File: src/rtl/axi_pkg.sv
// rtl/axi_pkg.sv - shared AXI-lite widths, response codes and arbiter state encoding
package axi_pkg;

  localparam int ADDR_W = 32;
  localparam int DATA_W = 64;
  localparam int STRB_W = DATA_W / 8;

  localparam logic [1:0] RESP_OKAY   = 2'b00;
  localparam logic [1:0] RESP_EXOKAY = 2'b01;
  localparam logic [1:0] RESP_SLVERR = 2'b10;
  localparam logic [1:0] RESP_DECERR = 2'b11;

  typedef enum logic [2:0] {
    ST_IDLE   = 3'd0,
    ST_IFU_AR = 3'd1,
    ST_IFU_R  = 3'd2,
    ST_LSU_AR = 3'd3,
    ST_LSU_R  = 3'd4,
    ST_LSU_WR = 3'd5,
    ST_LSU_B  = 3'd6
  } state_t;

endpackage

File: src/rtl/axi_lite_arbiter_if.sv
// rtl/axi_lite_arbiter_if.sv - five-channel AXI-lite bundle; rd_slave exposes only AR/R for read-only requesters
interface axi_lite_arbiter_if #(
  parameter int ADDR_W = axi_pkg::ADDR_W,
  parameter int DATA_W = axi_pkg::DATA_W
);

  localparam int STRB_W = DATA_W / 8;

  logic [ADDR_W-1:0] araddr;
  logic              arvalid;
  logic              arready;
  logic [DATA_W-1:0] rdata;
  logic [1:0]        rresp;
  logic              rvalid;
  logic              rready;
  logic [ADDR_W-1:0] awaddr;
  logic              awvalid;
  logic              awready;
  logic [DATA_W-1:0] wdata;
  logic [STRB_W-1:0] wstrb;
  logic              wvalid;
  logic              wready;
  logic [1:0]        bresp;
  logic              bvalid;
  logic              bready;

  modport master (
    output araddr, arvalid, input arready,
    input  rdata, rresp, rvalid, output rready,
    output awaddr, awvalid, input awready,
    output wdata, wstrb, wvalid, input wready,
    input  bresp, bvalid, output bready
  );

  modport slave (
    input  araddr, arvalid, output arready,
    output rdata, rresp, rvalid, input rready,
    input  awaddr, awvalid, output awready,
    input  wdata, wstrb, wvalid, output wready,
    output bresp, bvalid, input bready
  );

  modport rd_slave (
    input  araddr, arvalid, output arready,
    output rdata, rresp, rvalid, input rready
  );

endinterface

File: src/rtl/axi_lite_arbiter.sv
// rtl/axi_lite_arbiter.sv - single-outstanding arbiter: LSU write > LSU read > IFU read onto one AXI-lite slave
module axi_lite_arbiter
  import axi_pkg::*;
(
  input  logic                 clk,
  input  logic                 rst,
  axi_lite_arbiter_if.rd_slave ifu,
  axi_lite_arbiter_if.slave    lsu,
  axi_lite_arbiter_if.master   m
);

  state_t state;
  state_t cur;
  logic   aw_done;
  logic   w_done;
  logic   aw_hs;
  logic   w_hs;

  // Outputs are forced idle for the whole time rst is high, not just after the first edge.
  assign cur   = rst ? ST_IDLE : state;
  assign aw_hs = m.awvalid && m.awready;
  assign w_hs  = m.wvalid && m.wready;

  always_ff @(posedge clk) begin
    if (rst) begin
      state   <= ST_IDLE;
      aw_done <= 1'b0;
      w_done  <= 1'b0;
    end else begin
      case (state)
        ST_IDLE: begin
          if (lsu.awvalid || lsu.wvalid) state <= ST_LSU_WR;
          else if (lsu.arvalid)          state <= ST_LSU_AR;
          else if (ifu.arvalid)          state <= ST_IFU_AR;
        end
        ST_IFU_AR: if (ifu.arvalid && m.arready) state <= ST_IFU_R;
        ST_IFU_R:  if (m.rvalid && ifu.rready)   state <= ST_IDLE;
        ST_LSU_AR: if (lsu.arvalid && m.arready) state <= ST_LSU_R;
        ST_LSU_R:  if (m.rvalid && lsu.rready)   state <= ST_IDLE;
        ST_LSU_WR: begin
          aw_done <= aw_done || aw_hs;
          w_done  <= w_done || w_hs;
          if ((aw_done || aw_hs) && (w_done || w_hs)) state <= ST_LSU_B;
        end
        ST_LSU_B: begin
          if (m.bvalid && lsu.bready) begin
            state   <= ST_IDLE;
            aw_done <= 1'b0;
            w_done  <= 1'b0;
          end
        end
        default: state <= ST_IDLE;
      endcase
    end
  end

  always_comb begin
    m.araddr    = (cur == ST_LSU_AR) ? lsu.araddr : ifu.araddr;
    m.awaddr    = lsu.awaddr;
    m.wdata     = lsu.wdata;
    m.wstrb     = lsu.wstrb;
    ifu.rdata   = m.rdata;
    ifu.rresp   = m.rresp;
    lsu.rdata   = m.rdata;
    lsu.rresp   = m.rresp;
    lsu.bresp   = m.bresp;
    m.arvalid   = 1'b0;
    m.rready    = 1'b0;
    m.awvalid   = 1'b0;
    m.wvalid    = 1'b0;
    m.bready    = 1'b0;
    ifu.arready = 1'b0;
    ifu.rvalid  = 1'b0;
    lsu.arready = 1'b0;
    lsu.rvalid  = 1'b0;
    lsu.awready = 1'b0;
    lsu.wready  = 1'b0;
    lsu.bvalid  = 1'b0;
    case (cur)
      ST_IFU_AR: begin
        m.arvalid   = ifu.arvalid;
        ifu.arready = m.arready;
      end
      ST_IFU_R: begin
        m.rready   = ifu.rready;
        ifu.rvalid = m.rvalid;
      end
      ST_LSU_AR: begin
        m.arvalid   = lsu.arvalid;
        lsu.arready = m.arready;
      end
      ST_LSU_R: begin
        m.rready   = lsu.rready;
        lsu.rvalid = m.rvalid;
      end
      ST_LSU_WR: begin
        // A channel that already handshook is masked so the slave never sees a second beat.
        m.awvalid   = lsu.awvalid && !aw_done;
        lsu.awready = m.awready && !aw_done;
        m.wvalid    = lsu.wvalid && !w_done;
        lsu.wready  = m.wready && !w_done;
      end
      ST_LSU_B: begin
        m.bready   = lsu.bready;
        lsu.bvalid = m.bvalid;
      end
      default: ;
    endcase
  end

endmodule

File: src/flat_wrapper.sv
// flat-port wrapper written by rule: the top's interface ports become plain ports
module axi_lite_arbiter_flat import axi_pkg::*;
  (clk, rst, ifu_araddr, ifu_arvalid, ifu_arready, ifu_rdata, ifu_rresp, ifu_rvalid, ifu_rready, lsu_araddr, lsu_arvalid, lsu_arready, lsu_rdata, lsu_rresp, lsu_rvalid, lsu_rready, lsu_awaddr, lsu_awvalid, lsu_awready, lsu_wdata, lsu_wstrb, lsu_wvalid, lsu_wready, lsu_bresp, lsu_bvalid, lsu_bready, m_araddr, m_arvalid, m_arready, m_rdata, m_rresp, m_rvalid, m_rready, m_awaddr, m_awvalid, m_awready, m_wdata, m_wstrb, m_wvalid, m_wready, m_bresp, m_bvalid, m_bready);
  axi_lite_arbiter_if ifu_i ();
  axi_lite_arbiter_if lsu_i ();
  axi_lite_arbiter_if m_i ();
  input  logic clk;
  input  logic rst;
  input wire logic [$bits(ifu_i.araddr)-1:0] ifu_araddr;
  input wire logic [$bits(ifu_i.arvalid)-1:0] ifu_arvalid;
  output wire logic [$bits(ifu_i.arready)-1:0] ifu_arready;
  output wire logic [$bits(ifu_i.rdata)-1:0] ifu_rdata;
  output wire logic [$bits(ifu_i.rresp)-1:0] ifu_rresp;
  output wire logic [$bits(ifu_i.rvalid)-1:0] ifu_rvalid;
  input wire logic [$bits(ifu_i.rready)-1:0] ifu_rready;
  input wire logic [$bits(lsu_i.araddr)-1:0] lsu_araddr;
  input wire logic [$bits(lsu_i.arvalid)-1:0] lsu_arvalid;
  output wire logic [$bits(lsu_i.arready)-1:0] lsu_arready;
  output wire logic [$bits(lsu_i.rdata)-1:0] lsu_rdata;
  output wire logic [$bits(lsu_i.rresp)-1:0] lsu_rresp;
  output wire logic [$bits(lsu_i.rvalid)-1:0] lsu_rvalid;
  input wire logic [$bits(lsu_i.rready)-1:0] lsu_rready;
  input wire logic [$bits(lsu_i.awaddr)-1:0] lsu_awaddr;
  input wire logic [$bits(lsu_i.awvalid)-1:0] lsu_awvalid;
  output wire logic [$bits(lsu_i.awready)-1:0] lsu_awready;
  input wire logic [$bits(lsu_i.wdata)-1:0] lsu_wdata;
  input wire logic [$bits(lsu_i.wstrb)-1:0] lsu_wstrb;
  input wire logic [$bits(lsu_i.wvalid)-1:0] lsu_wvalid;
  output wire logic [$bits(lsu_i.wready)-1:0] lsu_wready;
  output wire logic [$bits(lsu_i.bresp)-1:0] lsu_bresp;
  output wire logic [$bits(lsu_i.bvalid)-1:0] lsu_bvalid;
  input wire logic [$bits(lsu_i.bready)-1:0] lsu_bready;
  output wire logic [$bits(m_i.araddr)-1:0] m_araddr;
  output wire logic [$bits(m_i.arvalid)-1:0] m_arvalid;
  input wire logic [$bits(m_i.arready)-1:0] m_arready;
  input wire logic [$bits(m_i.rdata)-1:0] m_rdata;
  input wire logic [$bits(m_i.rresp)-1:0] m_rresp;
  input wire logic [$bits(m_i.rvalid)-1:0] m_rvalid;
  output wire logic [$bits(m_i.rready)-1:0] m_rready;
  output wire logic [$bits(m_i.awaddr)-1:0] m_awaddr;
  output wire logic [$bits(m_i.awvalid)-1:0] m_awvalid;
  input wire logic [$bits(m_i.awready)-1:0] m_awready;
  output wire logic [$bits(m_i.wdata)-1:0] m_wdata;
  output wire logic [$bits(m_i.wstrb)-1:0] m_wstrb;
  output wire logic [$bits(m_i.wvalid)-1:0] m_wvalid;
  input wire logic [$bits(m_i.wready)-1:0] m_wready;
  input wire logic [$bits(m_i.bresp)-1:0] m_bresp;
  input wire logic [$bits(m_i.bvalid)-1:0] m_bvalid;
  output wire logic [$bits(m_i.bready)-1:0] m_bready;
  assign ifu_i.araddr = ifu_araddr;
  assign ifu_i.arvalid = ifu_arvalid;
  assign ifu_arready = ifu_i.arready;
  assign ifu_rdata = ifu_i.rdata;
  assign ifu_rresp = ifu_i.rresp;
  assign ifu_rvalid = ifu_i.rvalid;
  assign ifu_i.rready = ifu_rready;
  assign lsu_i.araddr = lsu_araddr;
  assign lsu_i.arvalid = lsu_arvalid;
  assign lsu_arready = lsu_i.arready;
  assign lsu_rdata = lsu_i.rdata;
  assign lsu_rresp = lsu_i.rresp;
  assign lsu_rvalid = lsu_i.rvalid;
  assign lsu_i.rready = lsu_rready;
  assign lsu_i.awaddr = lsu_awaddr;
  assign lsu_i.awvalid = lsu_awvalid;
  assign lsu_awready = lsu_i.awready;
  assign lsu_i.wdata = lsu_wdata;
  assign lsu_i.wstrb = lsu_wstrb;
  assign lsu_i.wvalid = lsu_wvalid;
  assign lsu_wready = lsu_i.wready;
  assign lsu_bresp = lsu_i.bresp;
  assign lsu_bvalid = lsu_i.bvalid;
  assign lsu_i.bready = lsu_bready;
  assign m_araddr = m_i.araddr;
  assign m_arvalid = m_i.arvalid;
  assign m_i.arready = m_arready;
  assign m_i.rdata = m_rdata;
  assign m_i.rresp = m_rresp;
  assign m_i.rvalid = m_rvalid;
  assign m_rready = m_i.rready;
  assign m_awaddr = m_i.awaddr;
  assign m_awvalid = m_i.awvalid;
  assign m_i.awready = m_awready;
  assign m_wdata = m_i.wdata;
  assign m_wstrb = m_i.wstrb;
  assign m_wvalid = m_i.wvalid;
  assign m_i.wready = m_wready;
  assign m_i.bresp = m_bresp;
  assign m_i.bvalid = m_bvalid;
  assign m_bready = m_i.bready;
  axi_lite_arbiter u_core (.clk(clk), .rst(rst), .ifu(ifu_i), .lsu(lsu_i), .m(m_i));
endmodule
File: config.mk
export PLATFORM = sky130hd
export DESIGN_NAME = axi_lite_arbiter_flat
export DESIGN_NICKNAME = d
export VERILOG_FILES = /design/src/rtl/axi_pkg.sv /design/src/rtl/axi_lite_arbiter_if.sv /design/src/rtl/axi_lite_arbiter.sv /design/src/flat_wrapper.sv
export SDC_FILE = /design/constraint.sdc
export NUM_CORES = 1
export LEC_CHECK = 0
export BUFFER_PORTS_ARGS = -buffer_cell sky130_fd_sc_hd__clkbuf_2
export CAP_MARGIN = 20
export CORE_AREA = 4 4 206 208
export CTS_CLUSTER_SIZE = 12
export DETAILED_ROUTE_END_ITERATION = 7
export DIE_AREA = 0 0 210 212
export PLACE_DENSITY = 0.36
export SLEW_MARGIN = 20
export SYNTH_ARGS = -nofsm -noshare
export SYNTH_HDL_FRONTEND = slang
export SYNTH_SLANG_ARGS = --single-unit
File: constraint.sdc
create_clock -name clk -period 1.6 [get_ports clk]
set_input_delay 0 -clock clk [delete_from_list [all_inputs] [get_ports clk]]
set_output_delay 0 -clock clk [all_outputs]
set_load 0.005 [all_outputs]
# --- Yosys cells after proc, flatten, opt, wreduce, memory -nomap -nowiden ---
# Cells that the tools add are included.
word_totals:
  reg_bits: 5
  input_bits: 250
  output_inout_bits: 282
classes:
  n_eq_ne: 19
  n_mux: 27
  n_reduce_logical: 21
ops:
  columns: ["operator", "count"]
  rows:
  - ["2-to-1 mux 32 bit", 1]
  - ["2-to-1 mux 3 bit", 10]
  - ["one-hot mux 3 bit (7 select lines)", 1]
  - ["== test 3 bit, second input constant", 6]
  - ["== test 3 x 2 -> 1 bit, second input constant", 4]
  - ["logical AND 1 bit", 12]
  - ["inequality test 2 x 1 -> 1 bit, second input constant", 6]
  - ["2-to-1 mux 1 bit", 11]
  - ["one-hot mux 1 bit (2 select lines)", 4]
  - ["AND reduction 7 bit", 1]
  - ["== test 3 x 1 -> 1 bit, second input constant", 2]
  - ["inequality test 4 x 3 -> 1 bit, second input constant", 1]
  - ["zero test 3 bit", 1]
  - ["logical OR 1 bit", 3]
  - ["zero test 1 bit", 2]
  - ["AND reduction 2 bit", 1]
  - ["nonzero test 2 bit", 1]

# --- Depth between registers and ports, before layout ---
# Gate-level depths: netlist (run 1).
depth:
  ltp_word: 8
  ltp_mapped: 7
  depth_no_buf: 5

# --- Worst setup path before layout (run 1) ---
# OpenSTA, ideal clock, no wires.
synth_timing:
  path_kind: "register -> register"
  from: "register u_core.state[2]"
  to: "register u_core.state[0]"
  setup_ps: 70
  arrival_time_ps: 1454
  required_ps: 1530
  setup_slack_ps: 76
  path_stages_with_launch: 7
  period_less_slack_ps: 1524
  cell_sequence: "dfxtp_1 > buf_6 > nand3b_1 > a32oi_2 > o211ai_2 > or4_1 > a21oi_1"
synth_between:
  elab_chain_cells: 8
  elab_cells_between_ends: 25
  classes_between: "14 x eq/ne; 4 x mux; 7 x reduce/logical"
synth_rtl:
  columns: ["element", "line", "text"]
  rows:
  - ["start, declared", "axi_lite_arbiter.sv:12", "state_t state;"]
  - ["start signal, assigned", "axi_lite_arbiter.sv:26", "state <= ST_IDLE;"]
  - ["start signal, assigned", "axi_lite_arbiter.sv:32", "if (lsu.awvalid || lsu.wvalid) state <= ST_LSU_WR;"]
  - ["start signal, assigned", "axi_lite_arbiter.sv:33", "else if (lsu.arvalid) state <= ST_LSU_AR;"]
  - ["2-to-1 mux 3 bit", "axi_lite_arbiter.sv:20", "assign cur = rst ? ST_IDLE : state;"]
  - ["== test 3 bit", "axi_lite_arbiter.sv:79", "case (cur)"]
  - ["2-to-1 mux 1 bit", "axi_lite_arbiter.sv:79", null]
  - ["logical AND 1 bit, on equally long branches", "axi_lite_arbiter.sv:21, axi_lite_arbiter.sv:22", null]
  - ["logical OR 1 bit", "axi_lite_arbiter.sv:43", "if ((aw_done || aw_hs) && (w_done || w_hs)) state <= ST_LSU_B;"]
  - ["logical AND 1 bit", "axi_lite_arbiter.sv:43", null]
  - ["inequality test 2 x 1 -> 1 bit (no line)", null, null]
  - ["AND reduction 7 bit (no line)", null, null]
# Several ways; a longest one is shown, not always the timed one.
# A chain may end at the register's enable or synchronous reset.

# --- Worst setup path in the final report (run 1) ---
layout_timing:
  from: "register u_core.state[2]"
  to: "output m_araddr[18]"
layout_between:
  elab_chain_cells: 3
layout_rtl:
  columns: ["element", "line", "text"]
  rows:
  - ["2-to-1 mux 3 bit", "axi_lite_arbiter.sv:20", null]
  - ["== test 3 x 2 -> 1 bit", "axi_lite_arbiter.sv:58", "m.araddr = (cur == ST_LSU_AR) ? lsu.araddr : ifu.araddr;"]
  - ["2-to-1 mux 32 bit", "axi_lite_arbiter.sv:58", null]
  - ["end, declared", "flat_wrapper.sv:33", "output wire logic [$bits(m_i.araddr)-1:0] m_araddr;"]
# No other way between the ends.

==> impl_metrics.csv, run 1 <==
group,metric,value,unit
timing,clock_skew,0.002731,ns
status,status,"finished with violations",
critical_path,cp.depth,7,
status,violations,"setup timing",
critical_path,end_kind,"primary output",
critical_path,cp_slowest_cell,"dfxtp_4",
floorplan,fp.dieW,210,um
critical_path,r2r_slack,-0.02,ns
placement,pre_cts_ws,-0.05498,ns
timing,setup_viol,20,
pwr,switchingPower,567.7,uW
clocking,clk_pin_slew,0.03,ns
timing,hold_violations,0,
synthesis,synth_ff_type,"dfxtp_1",
floorplan,start_util,0.06599,
critical_path,critPathMaxFanout,8,
route,vias,1734,
job,cap_violations,0,
global_routing,grt_pass1_wl,13010,um
placement,io_buffers,121,
pwr,combPwrFrac,0.613,
synthesis,yosysWarnings,0,
global_routing,grt_pass1_vias,1876,
timing,slew-limit-headroom,0.7890,
synthesis,syn_inst,344,
critical_path,path_cells,"nor2_4 > and3_4 > buf_12 > buf_12 > buf_16 > mux2_4 > buf_6",
pwr,ir_drop,0.2680,mV
layout,layout-drive-gt1-share,0.7714,
pwr,p_total,1633,uW
route,routed_wl,10040,um
timing,setup-tns-final,-1.106,ns
clocking,clk_latency,0.23,ns
clocking,cts_hold_buf,0,
critical_path,endpoint,"m_araddr[18]",
global_routing,antenna_found_initial,3,
pwr,p_clk_frac,0.253,
floorplan,io_pins,532,
layout,final_net_count,496,
route,viasPerCell,2.232,
clocking,clock-sinks,5,
route,final_antenna_net_count,0,
floorplan,die_h,212,um
timing,tightest_slew,0.3146,ns
timing,rsz0062_at_grt,"yes",
pwr,p_leak,0.001101,uW
global_routing,grt_max_degree,10,
route,drc,0,
critical_path,reg2reg_depth,6,
layout,stdcell_area,2615,um^2
clocking,root_buffer,"clkbuf_16",
critical_path,slowest_delay,0.35,ns
critical_path,critPathLaunchType,"flop",
layout,final_core_util,0.06448,
placement,gp_congestion,0.7031,
min_path,holdCritStartpoint,"m_rdata[56]",
min_path,hold_path_class,"input pin to primary output",
synthesis,synth.avg_cell_area,7.780,um^2
placement,hpwlAfterDp,8072,um
global_routing,track_usage,0.04099,
synthesis,yosysSeqAreaShare,0.03740,
synthesis,synth_edf_count,0,
route,drt-wirelength-per-cell,12.92,um
pwr,p_sw_frac,0.3477,
clocking,cts-buffers-inserted,3,
synthesis,ys_ff_latch,5,
synthesis,synthesis.area,2676,um^2
floorplan,rows,74,
critical_path,cp.arrival,1.68,ns
route,drtIter0Drc,102,
clocking,cts_max_level,1,
critical_path,timing.rr.end,"u_core.state[0]$_SDFFE_PP0P_",
timing,fin_crit,1.676,ns
route,first_pass_iters,4,
floorplan,dieArea,44520,um^2
clocking,clockBufferDepth,2,
timing,period_share,1.048,
critical_path,path_buf_inv,4,
critical_path,cpMostUsedCell,"buf_12",
timing,fmax,0.5967,GHz
synthesis,synth.net_count,594,
clocking,tritoncts,"built",
synthesis,ys_types,34,
pwr,internal-power,1065,uW
synthesis,async_reset_ff_frac,0,
layout,syn2layout_area_growth,-2.291,%
critical_path,path_delay_family,"buffers and inverters",
pwr,power.density,624.4,nW/um^2
critical_path,crit_start,"u_core.state[2]$_SDFFE_PP0P_",
pwr,p_seq_frac,0.134,
timing,final-max-slew-violation-count,0,
placement,dpl_cell_area,2208,um^2
floorplan,coreArea,40550,um^2
timing,fin_ws,-0.07601,ns
critical_path,timing.rr.start,"u_core.state[2]$_SDFFE_PP0P_",
critical_path,worstSetupPathType,"flop to primary output",
critical_path,worstPathRequired,1.60,ns
global_routing,overflow,0,
layout,n_antenna_cell,0,
-- registers in the layout, summed over array words and instances, names as in the netlist --
signal / flops
u_core.aw_done: 1
u_core.state: 3
u_core.w_done: 1
-- Yosys cell counts, types with 2 or more instances --
master | number | area, um^2
buf_4 | 238 | 1787
mux2_2 | 32 | 360.4
nor2_1 | 9 | 33.78
and3_1 | 6 | 37.54
buf_2 | 6 | 30.03
and2_1 | 5 | 31.28
dfxtp_1 | 5 | 100.1
o21ai_0 | 5 | 25.02
nand2_1 | 4 | 15.01
a31oi_1 | 3 | 18.77
nand3b_1 | 3 | 22.52
a21oi_1 | 2 | 10.01
a32oi_1 | 2 | 17.52
clkbuf_1 | 2 | 7.510
nor2b_1 | 2 | 12.51
nor3_1 | 2 | 10.01
-- metal layers --
metal	track usage	vias up	wire length, um
li1	-	680	-
met2	0.05123	192	3772
met1	0.03915	738	3192
met5	0.009698	-	103
met3	0.03718	116	1990
met4	0.03735	8	982
-- cell usage in the layout (no fill, tap or decap), types with 4 or more instances in the layout --
cell / instances
o21ai_0: 5
buf_4: 16
and2_1: 4
nand2_1: 4
and3_1: 5
buf_12: 4
clkbuf_2: 119
mux2_4: 31
nor2_1: 8
-- power by group through the flow --
stage               combinational, uW  clock [uW]  sequential [uW]
finish                           1000         414              219
global route                     1100         428              224
CTS                              1000         423              217
detailed placement                820           0              214
global placement                  832           0              216
floorplan                         924           0              176
-- layout make-up --
type	instances	area (um^2)
Clock buffer	4	78.83
Fill cell	4804	37940
Inverter	1	3.754
Multi-Input combinational cell	91	875.8
Sequential cell	5	106.4
Tap cell	532	665.6
Timing Repair Buffer	144	884.6
-- worst min-delay path by stage --
stage	endpoint	slack, ns	cells after the start
finish	ifu_rdata[56]	0.000001	0
global route	m_awaddr[5]	0.000008	0
CTS	m_awaddr[27]	0.00003	0
detailed placement	m_awaddr[27]	0.00003	0
global placement	m_awaddr[27]	0.00003	0
floorplan	ifu_rdata[0]	0.08	1
-- cells by family (layout without fill, tap and decap cells) --
kind of cell / count (synthesis) / count (layout) / synth area share
buffers and inverters: 248 / 149 / 0.6872
AND/OR/NAND/NOR: 39 / 39 / 0.08415
multiplexers: 33 / 33 / 0.1384
AO/OA/AOI/OAI: 19 / 19 / 0.05283
flip-flops: 5 / 5 / 0.03740
-- through the flow --
| stage | cells | hold slack, ns |
|---|---|---|
| 5_1_grt | 777 | 0.000007969 |
| 2_1_floorplan | 344 | 0.08082 |
| 4_1_cts | 777 | 0.00003458 |
| 6_report | 777 | 0.000001214 |
| 3_5_place_dp | 761 | 0.00003458 |
| 3_3_place_gp | 761 | 0.00003458 |
-- what timing repair did --
action                     4_1_cts  5_1_grt
setup buffers                    9        1
setup endpoints to repair       33       40
pin swaps                        3        2
resized for setup               42        5
gates cloned                     3        0
No activity file was read; power rests on OpenSTA's default activity.
==> inputs of run 2 (changes only) <==
Settings changed: CTS_BUF_LIST set to sky130_fd_sc_hd__clkbuf_16.
==> run 2 against run 1 <==
- the flow still finishes with violations (setup timing)
- wire length is the same
- sequential cell count unchanged
- cell area is the same
- hold slack unchanged
- via count unchanged
- critical path depth stayed put
- clock power decreased by 1%
- largest power group unchanged
==> impl_metrics.csv, run 2 (same netlist as run 1, synthesis figures left out) <==
group,metric,value,unit
status,status,"finished with violations",
status,violations,"setup timing",
timing,slew-limit-headroom,0.7890,
timing,fin_ws,-0.07601,ns
pwr,p_clk_frac,0.250,
critical_path,critPathLaunchType,"flop",
pwr,internal-power,1059,uW
placement,io_buffers,121,
global_routing,track_usage,0.04099,
route,drc,0,
pwr,p_seq_frac,0.135,
floorplan,die_h,212,um
critical_path,critPathMaxFanout,8,
floorplan,coreArea,40550,um^2
layout,syn2layout_area_growth,-2.291,%
timing,fmax,0.5967,GHz
layout,mostFrequentLayoutCells,"119 x clkbuf_2, 31 x mux2_4, 16 x buf_4, 8 x nor2_1",
timing,setup_viol,20,
global_routing,grt_pass1_vias,1876,
route,first_pass_iters,4,
global_routing,overflow,0,
timing,clock_skew,0.002476,ns
clocking,cts_max_level,1,
route,routed_wl,10040,um
route,vias,1734,
timing,rsz0062_at_grt,"yes",
clocking,tritoncts,"built",
pwr,combPwrFrac,0.615,
route,drtIter0Drc,102,
timing,fin_crit,1.676,ns
pwr,power.density,622.1,nW/um^2
critical_path,worstPathRequired,1.60,ns
placement,gp_congestion,0.7031,
timing,hold_violations,0,
floorplan,fp.dieW,210,um
route,final_antenna_net_count,0,
global_routing,grt_max_degree,10,
floorplan,start_util,0.06599,
placement,hpwlAfterDp,8072,um
layout,top_register,"u_core.state",
layout,largest_register_ffs,3,
timing,period_share,1.048,
min_path,hold_path_class,"input pin to primary output",
floorplan,dieArea,44520,um^2
global_routing,antenna_found_initial,3,
route,drt-wirelength-per-cell,12.92,um
pwr,switchingPower,568.3,uW
clocking,clk_pin_slew,0.03,ns
layout,top_regs,"u_core.state (3), u_core.aw_done (1), u_core.w_done (1)",
global_routing,grt_pass1_wl,13010,um
floorplan,io_pins,532,
job,cap_violations,0,
placement,dp.cells,761,
timing,final-max-slew-violation-count,0,
clocking,clk_latency,0.23,ns
clocking,clock-sinks,5,
layout,layout-drive-gt1-share,0.7714,
clocking,cts-buffers-inserted,3,
clocking,root_buffer,"clkbuf_16",
pwr,p_leak,0.001105,uW
pwr,p_sw_frac,0.3493,
critical_path,worstSetupPathType,"flop to primary output",
timing,fin_hold_ws,0.000001214,ns
pwr,ir_drop,0.2680,mV
layout,n_antenna_cell,0,
layout,final_common_cell,"clkbuf_2",
critical_path,cp.arrival,1.68,ns
layout,instances_no_fill,777,
layout,final_core_util,0.06448,
critical_path,end_kind,"primary output",
clocking,clockBufferDepth,2,
route,viasPerCell,2.232,
layout,final_net_count,496,
floorplan,rows,74,
timing,tightest_slew,0.3146,ns
[run 2: worst max-delay path: stages (launching register included)]
cell	delay, ns
dfxtp_4	0.35
nor2_4	0.08
and3_4	0.21
buf_12	0.12
buf_12	0.11
buf_16	0.14
mux2_4	0.31
buf_6	0.12
[run 2: worst paths after layout]
kind                                                endpoint  slack (ns)                          from  depth (start not counted)
worst min register to register   u_core.aw_done$_SDFFE_PP0P_        0.52   u_core.aw_done$_SDFFE_PP0P_                          2
worst max-delay path                            m_araddr[18]       -0.08  u_core.state[2]$_SDFFE_PP0P_                          7
worst max register to register  u_core.state[0]$_SDFFE_PP0P_       -0.02  u_core.state[2]$_SDFFE_PP0P_                          6
worst min-delay path                           ifu_rdata[56]    0.000001                   m_rdata[56]                          0
[run 2: final cells by class]
class / count / area (um^2)
fillers: 4804 / 37940
repair buffers: 144 / 884.6
multi-input cells: 91 / 875.8
well taps: 532 / 665.6
flip-flops and latches: 5 / 106.4
clock buffers: 3 / 75.07
clock inverters: 1 / 3.754
inverters: 1 / 3.754
[run 2: repair_timing]
item / CTS / global route
endpoints found under the hold margin: 0 / 0
pin swaps: 3 / 2
endpoints found under the setup margin: 33 / 40
hold buffers: 0 / 0
cloned: 3 / 0
buffers inserted: 9 / 1
gates resized for setup: 42 / 5
[run 2: power by group through the flow]
stage	clock, uW	combinational (uW)	sequential (uW)
detailed placement	0	820	214
global route	421	1100	224
global placement	0	832	216
CTS	416	1000	217
finish	408	1000	219
floorplan	0	924	176
[run 2: metal layers]
layer  up-vias  track usage  part of all wire
met5         -     0.009698             0.010
met3       116      0.03718              0.20
met4         8      0.03735             0.098
met1       738      0.03915              0.32
met2       192      0.05123              0.38
li1        680            -                 -
[run 2: metrics by stage]
step	TNS (ns)	area [um^2]	worst slack [ns]	power, uW
global placement	-0.03442	2208	-0.02975	1047
finish	-1.106	2615	-0.07601	1627
floorplan	0	2676	0.07605	1101
global route	-2.769	2615	-0.1353	1742
detailed placement	-0.05498	2208	-0.05498	1034
CTS	-2.053	2613	-0.09769	1634
